===== config.mk =====
export PLATFORM = sky130hd
export DESIGN_NAME = uart_rx_multimode
export DESIGN_NICKNAME = d
export VERILOG_FILES = /design/src/rtl/uart_rx_multimode.sv
export SDC_FILE = /design/constraint.sdc
export NUM_CORES = 1
export LEC_CHECK = 0
export ABC_CLOCK_PERIOD_IN_PS = 4650
export BUFFER_PORTS_ARGS = -buffer_cell sky130_fd_sc_hd__buf_4
export CORE_MARGIN = 4
export CORE_UTILIZATION = 60
export CTS_BUF_LIST = sky130_fd_sc_hd__clkbuf_4
export CTS_CLUSTER_DIAMETER = 30
export DETAILED_ROUTE_END_ITERATION = 10
export PLACE_DENSITY = 0.85
export SYNTH_ARGS = -nofsm -noshare
export SYNTH_HDL_FRONTEND = slang
export SYNTH_SLANG_ARGS = --single-unit

===== constraint.sdc =====
create_clock -name clk_50MHz -period 4.65 [get_ports clk_50MHz]
set_clock_uncertainty 0.2 [all_clocks]
set_input_delay 0.2325 -clock clk_50MHz [delete_from_list [all_inputs] [get_ports clk_50MHz]]
set_output_delay 0.2325 -clock clk_50MHz [all_outputs]
set_load 0.05 [all_outputs]

===== src/rtl/uart_rx_multimode.sv =====
// Oversampled UART receiver: configurable width/oversampling, runtime parity and stop bits.
// Optional break detection is compiled in with UART_RX_BREAK_DET_EN.
module uart_rx_multimode #(
  parameter int DATA_BITS   = 8,
  parameter int OVERSAMPLE  = 16,
  parameter int SYNC_STAGES = 2
) (
  input  logic                 clk_50MHz,
  input  logic                 reset,
  input  logic                 rx,
  input  logic                 sample_tick,
  input  logic                 parity_en,
  input  logic                 parity_odd,
  input  logic                 two_stop,
  output logic                 data_valid,
  output logic [DATA_BITS-1:0] data_out,
  output logic                 parity_err,
`ifdef UART_RX_BREAK_DET_EN
  output logic                 break_det,
`endif
  output logic                 frame_err
);
  localparam int TW = $clog2(OVERSAMPLE);
  localparam int BW = $clog2(DATA_BITS);

  localparam logic [TW-1:0] T_S0   = TW'(OVERSAMPLE/2 - 1);
  localparam logic [TW-1:0] T_S1   = TW'(OVERSAMPLE/2);
  localparam logic [TW-1:0] T_VOTE = TW'(OVERSAMPLE/2 + 1);
  localparam logic [TW-1:0] T_LAST = TW'(OVERSAMPLE - 1);
  localparam logic [BW-1:0] B_LAST = BW'(DATA_BITS - 1);

  localparam logic [2:0] IDLE   = 3'd0;
  localparam logic [2:0] START  = 3'd1;
  localparam logic [2:0] DATA   = 3'd2;
  localparam logic [2:0] PARITY = 3'd3;
  localparam logic [2:0] STOP   = 3'd4;
`ifdef UART_RX_BREAK_DET_EN
  localparam logic [2:0] BREAK  = 3'd5;
  logic                 par_bit;
`endif

  logic [SYNC_STAGES-1:0] sync;
  logic                   rx_s;
  logic [2:0]             state;
  logic [TW-1:0]          tick_cnt;
  logic [BW-1:0]          bit_cnt;
  logic                   stop_cnt;
  logic                   s0, s1;
  logic [DATA_BITS-1:0]   sh;
  logic                   xr, perr, ferr;
  logic                   par_en_l, par_odd_l, two_stop_l;

  assign rx_s = sync[SYNC_STAGES-1];

  logic vote, vote_now, tick_end, ferr_nxt;
  assign vote     = (s0 & s1) | (s0 & rx_s) | (s1 & rx_s);
  assign vote_now = sample_tick && (tick_cnt == T_VOTE);
  assign tick_end = sample_tick && (tick_cnt == T_LAST);
  assign ferr_nxt = ferr | ~vote;

  always_ff @(posedge clk_50MHz) begin
    if (reset) begin
      sync       <= '1;
      state      <= IDLE;
      tick_cnt   <= '0;
      bit_cnt    <= '0;
      stop_cnt   <= 1'b0;
      s0         <= 1'b1;
      s1         <= 1'b1;
      sh         <= '0;
      xr         <= 1'b0;
      perr       <= 1'b0;
      ferr       <= 1'b0;
      par_en_l   <= 1'b0;
      par_odd_l  <= 1'b0;
      two_stop_l <= 1'b0;
      data_valid <= 1'b0;
      data_out   <= '0;
      parity_err <= 1'b0;
      frame_err  <= 1'b0;
`ifdef UART_RX_BREAK_DET_EN
      par_bit    <= 1'b0;
      break_det  <= 1'b0;
`endif
    end else begin
      sync       <= {sync[SYNC_STAGES-2:0], rx};
      data_valid <= 1'b0;
`ifdef UART_RX_BREAK_DET_EN
      break_det  <= 1'b0;
`endif
      if (sample_tick && state != IDLE) begin
        tick_cnt <= tick_end ? '0 : tick_cnt + 1'b1;
        if (tick_cnt == T_S0) s0 <= rx_s;
        if (tick_cnt == T_S1) s1 <= rx_s;
      end

      case (state)
        IDLE: if (!rx_s) begin
          // mode is frozen for the whole frame
          state      <= START;
          tick_cnt   <= '0;
          bit_cnt    <= '0;
          stop_cnt   <= 1'b0;
          xr         <= 1'b0;
          perr       <= 1'b0;
          ferr       <= 1'b0;
          par_en_l   <= parity_en;
          par_odd_l  <= parity_odd;
          two_stop_l <= two_stop;
`ifdef UART_RX_BREAK_DET_EN
          par_bit    <= 1'b0;
`endif
        end
        START: begin
          if (vote_now && vote) state <= IDLE;
          else if (tick_end) begin
            state   <= DATA;
            bit_cnt <= '0;
          end
        end
        DATA: begin
          if (vote_now) begin
            sh <= {vote, sh[DATA_BITS-1:1]};
            xr <= xr ^ vote;
          end
          if (tick_end) begin
            if (bit_cnt == B_LAST) state <= par_en_l ? PARITY : STOP;
            else bit_cnt <= bit_cnt + 1'b1;
          end
        end
        PARITY: begin
          if (vote_now) begin
            perr <= (xr ^ vote) != par_odd_l;
`ifdef UART_RX_BREAK_DET_EN
            par_bit <= vote;
`endif
          end
          if (tick_end) state <= STOP;
        end
        STOP: begin
          if (vote_now) begin
            ferr <= ferr_nxt;
            // final stop bit completes at its centre so the next start edge is caught
            if (stop_cnt == two_stop_l) begin
`ifdef UART_RX_BREAK_DET_EN
              if (ferr_nxt && sh == '0 && !(par_en_l && par_bit)) begin
                break_det <= 1'b1;
                state     <= BREAK;
              end else begin
                data_out   <= sh;
                parity_err <= perr;
                frame_err  <= ferr_nxt;
                data_valid <= 1'b1;
                state      <= IDLE;
              end
`else
              data_out   <= sh;
              parity_err <= perr;
              frame_err  <= ferr_nxt;
              data_valid <= 1'b1;
              state      <= IDLE;
`endif
            end
          end else if (tick_end) stop_cnt <= 1'b1;
        end
`ifdef UART_RX_BREAK_DET_EN
        BREAK: if (rx_s) state <= IDLE;
`endif
        default: state <= IDLE;
      endcase
    end
  end
endmodule


* Word level (Yosys, flattened, before mapping)
Cells that the tools add are included.
Cells by class: add/subtract/negate cells 2, muxes and demuxes 31, reductions and logical operators 22, equality and inequality tests 25, bitwise logic cells 11
Operators with widths (number):
- $mux W3 | 14
- $ne A2 B2 Y1 const B | 13
- $mux W4 | 4
- $pmux W3 S5 | 1
- $eq A4 B4 Y1 const B | 3
- $reduce_and A3 Y1 | 4
- $pmux W3 S3 | 1
- $pmux W1 S2 | 4
- $reduce_and A2 Y1 | 4
- $mux W1 | 7
- $reduce_and A7 Y1 | 1
- $eq A3 B2 Y1 const B | 2
- $eq A3 B3 Y1 const B | 2
- $reduce_and A6 Y1 | 1
- $reduce_bool A2 Y1 | 3
- $reduce_bool A3 Y1 | 2
- $add A4 B1 Y4 const B | 1
- $eq A4 B3 Y1 const B | 1
- $logic_and A1 B1 Y1 | 4
- $not A1 Y1 | 4
- $reduce_and A4 Y1 | 1
- $add A3 B1 Y3 const B | 1
- $and A1 B1 Y1 | 3
- $eq A3 B1 Y1 const B | 1
- other kinds (7) | 9
Word-level totals: input bits 7, flip-flop bits (word level) 40, output and inout bits 11, word-level logic and storage cells 109

* Longest topological paths before layout
word-level depth 7, gate-level depth with buffers 8, mapped depth without buffers 6

* Least setup slack after synthesis
Ideal clock, no wire load.
kind flip-flop to flip-flop, start point register tick_cnt[0], end point register bit_cnt[0], setup slack 2.879 ns, cell stages (with the launch flop) 6, arrival time 1.500 ns, path buffers 0, path through dfxtp_1 ha_1 a41o_1 nor2b_1 o32ai_2 mux2i_1
Between the ends: longest elaborated chain between the ends 5, elaborated cells on any way between the ends 9, classes of those cells 5 x eq/ne; 4 x reduce/logical
RTL lines:
- start: declaration | RTL line 45 | logic [TW-1:0] tick_cnt;
- start signal: assignment | RTL line 92 | tick_cnt <= tick_end ? '0 : tick_cnt + 1'b1;
- $eq A4 B4 Y1 | RTL line 57 | assign vote_now = sample_tick && (tick_cnt == T_VOTE);
- $logic_and A1 B1 Y1 | RTL line 57
- $logic_and A1 B1 Y1 | RTL line 115 | if (vote_now && vote) state <= IDLE;
- $ne A2 B2 Y1 (no source line)
- $reduce_and A6 Y1 (no source line) *
- end signal: assignment | RTL line 128 | else bit_cnt <= bit_cnt + 1'b1;
- end: declaration | RTL line 46 | logic [BW-1:0] bit_cnt;
Mark *: on every way between the ends. The rest lies on a longest branch, timed or not. A chain may end at the register's enable or synchronous reset.

* Worst setup path in the final report
start point register tick_cnt[0], end point register frame_err
Between the ends: longest elaborated chain between the ends 3
RTL lines:
- $eq A4 B4 Y1 | RTL line 57
- $logic_and A1 B1 Y1 | RTL line 57
- $reduce_and A3 Y1 (no source line)
- end signal: assignment | RTL line 159 | frame_err <= ferr_nxt;
- end: declaration | RTL line 21 | output logic frame_err
No other way between the ends.

==> Implementation_results.wiki <==
{| class="wikitable"
! Metric !! Value
|-
| Routability congestion estimate from global placement || 0.781
|-
| Met2 WL post-DR || 1660 µm
|-
| Routed wire length on met3 || 175 µm
|-
| Startpoint of the worst register-to-register path || tick_cnt[0]
|-
| Count of cells resized by post-cts repair || 0
|-
| Number of flops mapped to enable cells by yosys || 0
|-
| Core region area || 2850 µm²
|-
| Share of the synthesized area in the top cell type || 0.432
|-
| Number of port buffers || 17
|-
| Maximum resistive drop on vdd || 0.326 mV
|-
| Clock transition at the registers of the reported paths || 0.13 ns
|-
| Count of unresolved DRC violations after routing || 0
|-
| WS Path Type || flip-flop to flip-flop
|-
| Max-cap violations || 0
|-
| Number of max-slew violations in the final report || 0
|-
| Buffer type at the clock tree root || sky130_fd_sc_hd__clkbuf_4
|-
| Die Area || 4040 µm²
|-
| 1st-iter DRT viols || 112
|-
| Die Span X || 63.6 µm
|-
| Clock tree from TritonCTS || built
|-
| Length of the first detailed-routing pass in iterations || 4
|-
| Total power per unit cell area || 325 nW/µm²
|-
| Synth cell count leaders || 40 x sky130_fd_sc_hd__dfxtp_1, 22 x sky130_fd_sc_hd__nand2_1, 21 x sky130_fd_sc_hd__a21oi_1
|-
| Clk_lat worst skew || 0.36 ns
|-
| Die span in y || 63.6 µm
|-
| Vias per Instance || 5.85
|-
| Setup Viol. Count Final || 0
|-
| Total negative setup slack || 0 ns
|-
| Unrepaired setup endpoints after global routing || false
|-
| Wirelength per Cell || 14.1 µm
|-
| Status || complete, no violations
|-
| Vias in the first global route || 1393
|-
| Global-route total usage across every layer || 0.191
|-
| Synth top area cells || sky130_fd_sc_hd__dfxtp_1 43%, sky130_fd_sc_hd__mux2i_1 8.1%, sky130_fd_sc_hd__a21oi_1 5.7%
|-
| Final ANT Viol Nets || 0
|-
| TritonCTS Buffers || 5
|-
| Min Clock Period, post-route || 2.57 ns
|-
| Final hold viol count || 0
|-
| Average footprint of a synthesized cell || 9.09 µm²
|-
| Io pins || 18
|-
| Cell accounting for the most synthesized area || sky130_fd_sc_hd__dfxtp_1
|-
| Total standard cell area after synthesis || 1850 µm²
|-
| Proportion of layout cells with a drive suffix above 1 || 0.154
|-
| Cell with the most instances after synthesis || sky130_fd_sc_hd__dfxtp_1
|-
| Global-route wire length before repair || 6090 µm
|-
| Top layer in use || met4
|-
| Origin of the worst min-delay path || reset
|-
| Final period utilization || 0.553
|-
| R2R setup slack || 2.08 ns
|-
| Distinct cell type count of the synthesized netlist || 43
|-
| Worst hold-check path type || input pin to flip-flop
|-
| Seq cells post-synth || 40
|-
| Nets in the synthesized netlist || 216
|-
| DR vias || 1475
|-
| Max Clock Freq || 389 MHz
|-
| Required time of the worst setup path || 4.70 ns
|-
| Power after layout || 0.667 mW
|-
| Critical Path Fanout Max || 18
|-
| Tightest slew margin relative to the limit || 0.507
|-
| Largest net degree at the start of global routing || 45
|-
| Type of destination of the critical path || flip-flop
|-
| Data arrival time of the worst path || 2.62 ns
|-
| Buffer depth of the longest clock path || 2
|-
| Row Count || 19
|-
| Inserted Diodes || 0
|-
| Number of antenna violations at the first check in global routing || 0
|-
| Starting utilization of the core area || 0.650
|-
| Launching element type of the critical path || flip-flop
|-
| Leading register cell type out of synthesis || sky130_fd_sc_hd__dfxtp_1
|-
| Sequential share of the synthesized area || 0.432
|-
| Number of sinks handled by clock tree synthesis || 40
|-
| Count of mapped cells out of synthesis || 204
|-
| Detail Placement HPWL || 2350 µm
|-
| Routed length on met1 || 1630 µm
|-
| Residual overflow from global routing || 0
|-
| Static leakage || 0.822 nW
|-
| Count of nets after finishing || 232
|-
| Number of H-tree levels || 2
|-
| Startpoint of the most critical setup path || tick_cnt[0]
|-
| Transition time of the tightest slew-check pin || 0.739 ns
|-
| Worst hold slack across all endpoints || 0.0875 ns
|-
| Area growth, synth to finish || 10.7%
|-
| Synthesis Warnings || 0
|-
| Share of synthesized registers carrying an async set or reset || 0
|-
| Overall routed net length || 3540 µm
|-
| Post-CTS Setup Repair Bufs || 0
|}
kinds of logic after synthesis:
| kind of cell | count (synthesis) | share of synthesized area |
|---|---|---|
| mux | 16 | 0.0870 |
| flops | 40 | 0.432 |
| simple gates | 84 | 0.247 |
| xor+xnor | 4 | 0.0189 |
| buf+inv | 16 | 0.0425 |
| compound gates | 38 | 0.133 |
| fa+ha+maj | 6 | 0.0398 |
layer usage:
layer	global-route usage	up-vias
li1	-	758
met4	0.0943	0
met5	0	-
met3	0.0604	10
met2	0.301	33
met1	0.233	674
final cells by class:
class                           count  area (µm²)
Inverter                            4        15.0
Clock inverter                      3        18.8
Tap cell                           31        38.8
Sequential cell                    40         801
Timing Repair Buffer               21         168
Fill cell                         230         800
Clock buffer                        5        37.5
Multi-Input combinational cell    148         975
what timing repair did:
action                     CTS  global route
hold endpoints to repair     4             0
setup endpoints to repair    0             0
hold buffers                 4             0
where the power goes:
part / switching, mW / internal, mW / total (mW)
sequential: 0.0387 / 0.353 / 0.392
clock: 0.115 / 0.0570 / 0.172
combinational: 0.0526 / 0.0504 / 0.103
total: 0.206 / 0.460 / 0.667
flip-flops by register name, summed over array words and instances, names as in the netlist, 2 cells and up:
signal,cells
sh,8
sync,2
state,3
data_out,8
tick_cnt,4
bit_cnt,3
cells in the final DEF, fill, tap and decap left out, types with 2 or more instances in the layout:
master and count:
sky130_fd_sc_hd__nand2b_1 8, sky130_fd_sc_hd__o31ai_1 2, sky130_fd_sc_hd__clkbuf_4 5, sky130_fd_sc_hd__clkinvlp_4 2, sky130_fd_sc_hd__a31oi_1 3, sky130_fd_sc_hd__nor3b_1 2
sky130_fd_sc_hd__nand2_1 22, sky130_fd_sc_hd__a32oi_1 2, sky130_fd_sc_hd__dlygate4sd3_1 4, sky130_fd_sc_hd__nor2b_1 2, sky130_fd_sc_hd__a21oi_1 21, sky130_fd_sc_hd__mux2i_1 15
sky130_fd_sc_hd__xnor2_1 4, sky130_fd_sc_hd__nand3_1 10, sky130_fd_sc_hd__nor3_1 10, sky130_fd_sc_hd__buf_4 17, sky130_fd_sc_hd__nor2_1 16, sky130_fd_sc_hd__ha_1 5
sky130_fd_sc_hd__or2_2 3, sky130_fd_sc_hd__inv_1 4, sky130_fd_sc_hd__dfxtp_1 40, sky130_fd_sc_hd__or4_1 2
critical path: stages, from the launching register on:
cell and delay (ns):
sky130_fd_sc_hd__dfxtp_1 0.46, sky130_fd_sc_hd__ha_1 0.19, sky130_fd_sc_hd__and4b_1 0.59, sky130_fd_sc_hd__nand3_1 0.61, sky130_fd_sc_hd__nor3b_1 0.36, sky130_fd_sc_hd__nor3_1 0.06
path summary, 6_finish.rpt:
check        cells after the start     endpoint
min                              2  data_out[3]
max                              5    frame_err
min reg2reg                      1      sync[1]
max reg2reg                      5    frame_err
through the flow:
step | std cells | util | setup slack, ns | area [µm²]
floorplan | 204 | - | 2.88 | 1850
global placement | 240 | 0.686 | 2.15 | 1960
detailed placement | 240 | 0.686 | 2.06 | 1960
CTS | 252 | 0.720 | 2.07 | 2050
global route | 252 | 0.720 | 1.82 | 2050
finish | 252 | 0.720 | 2.08 | 2050
(Power assumes the default switching activity.)
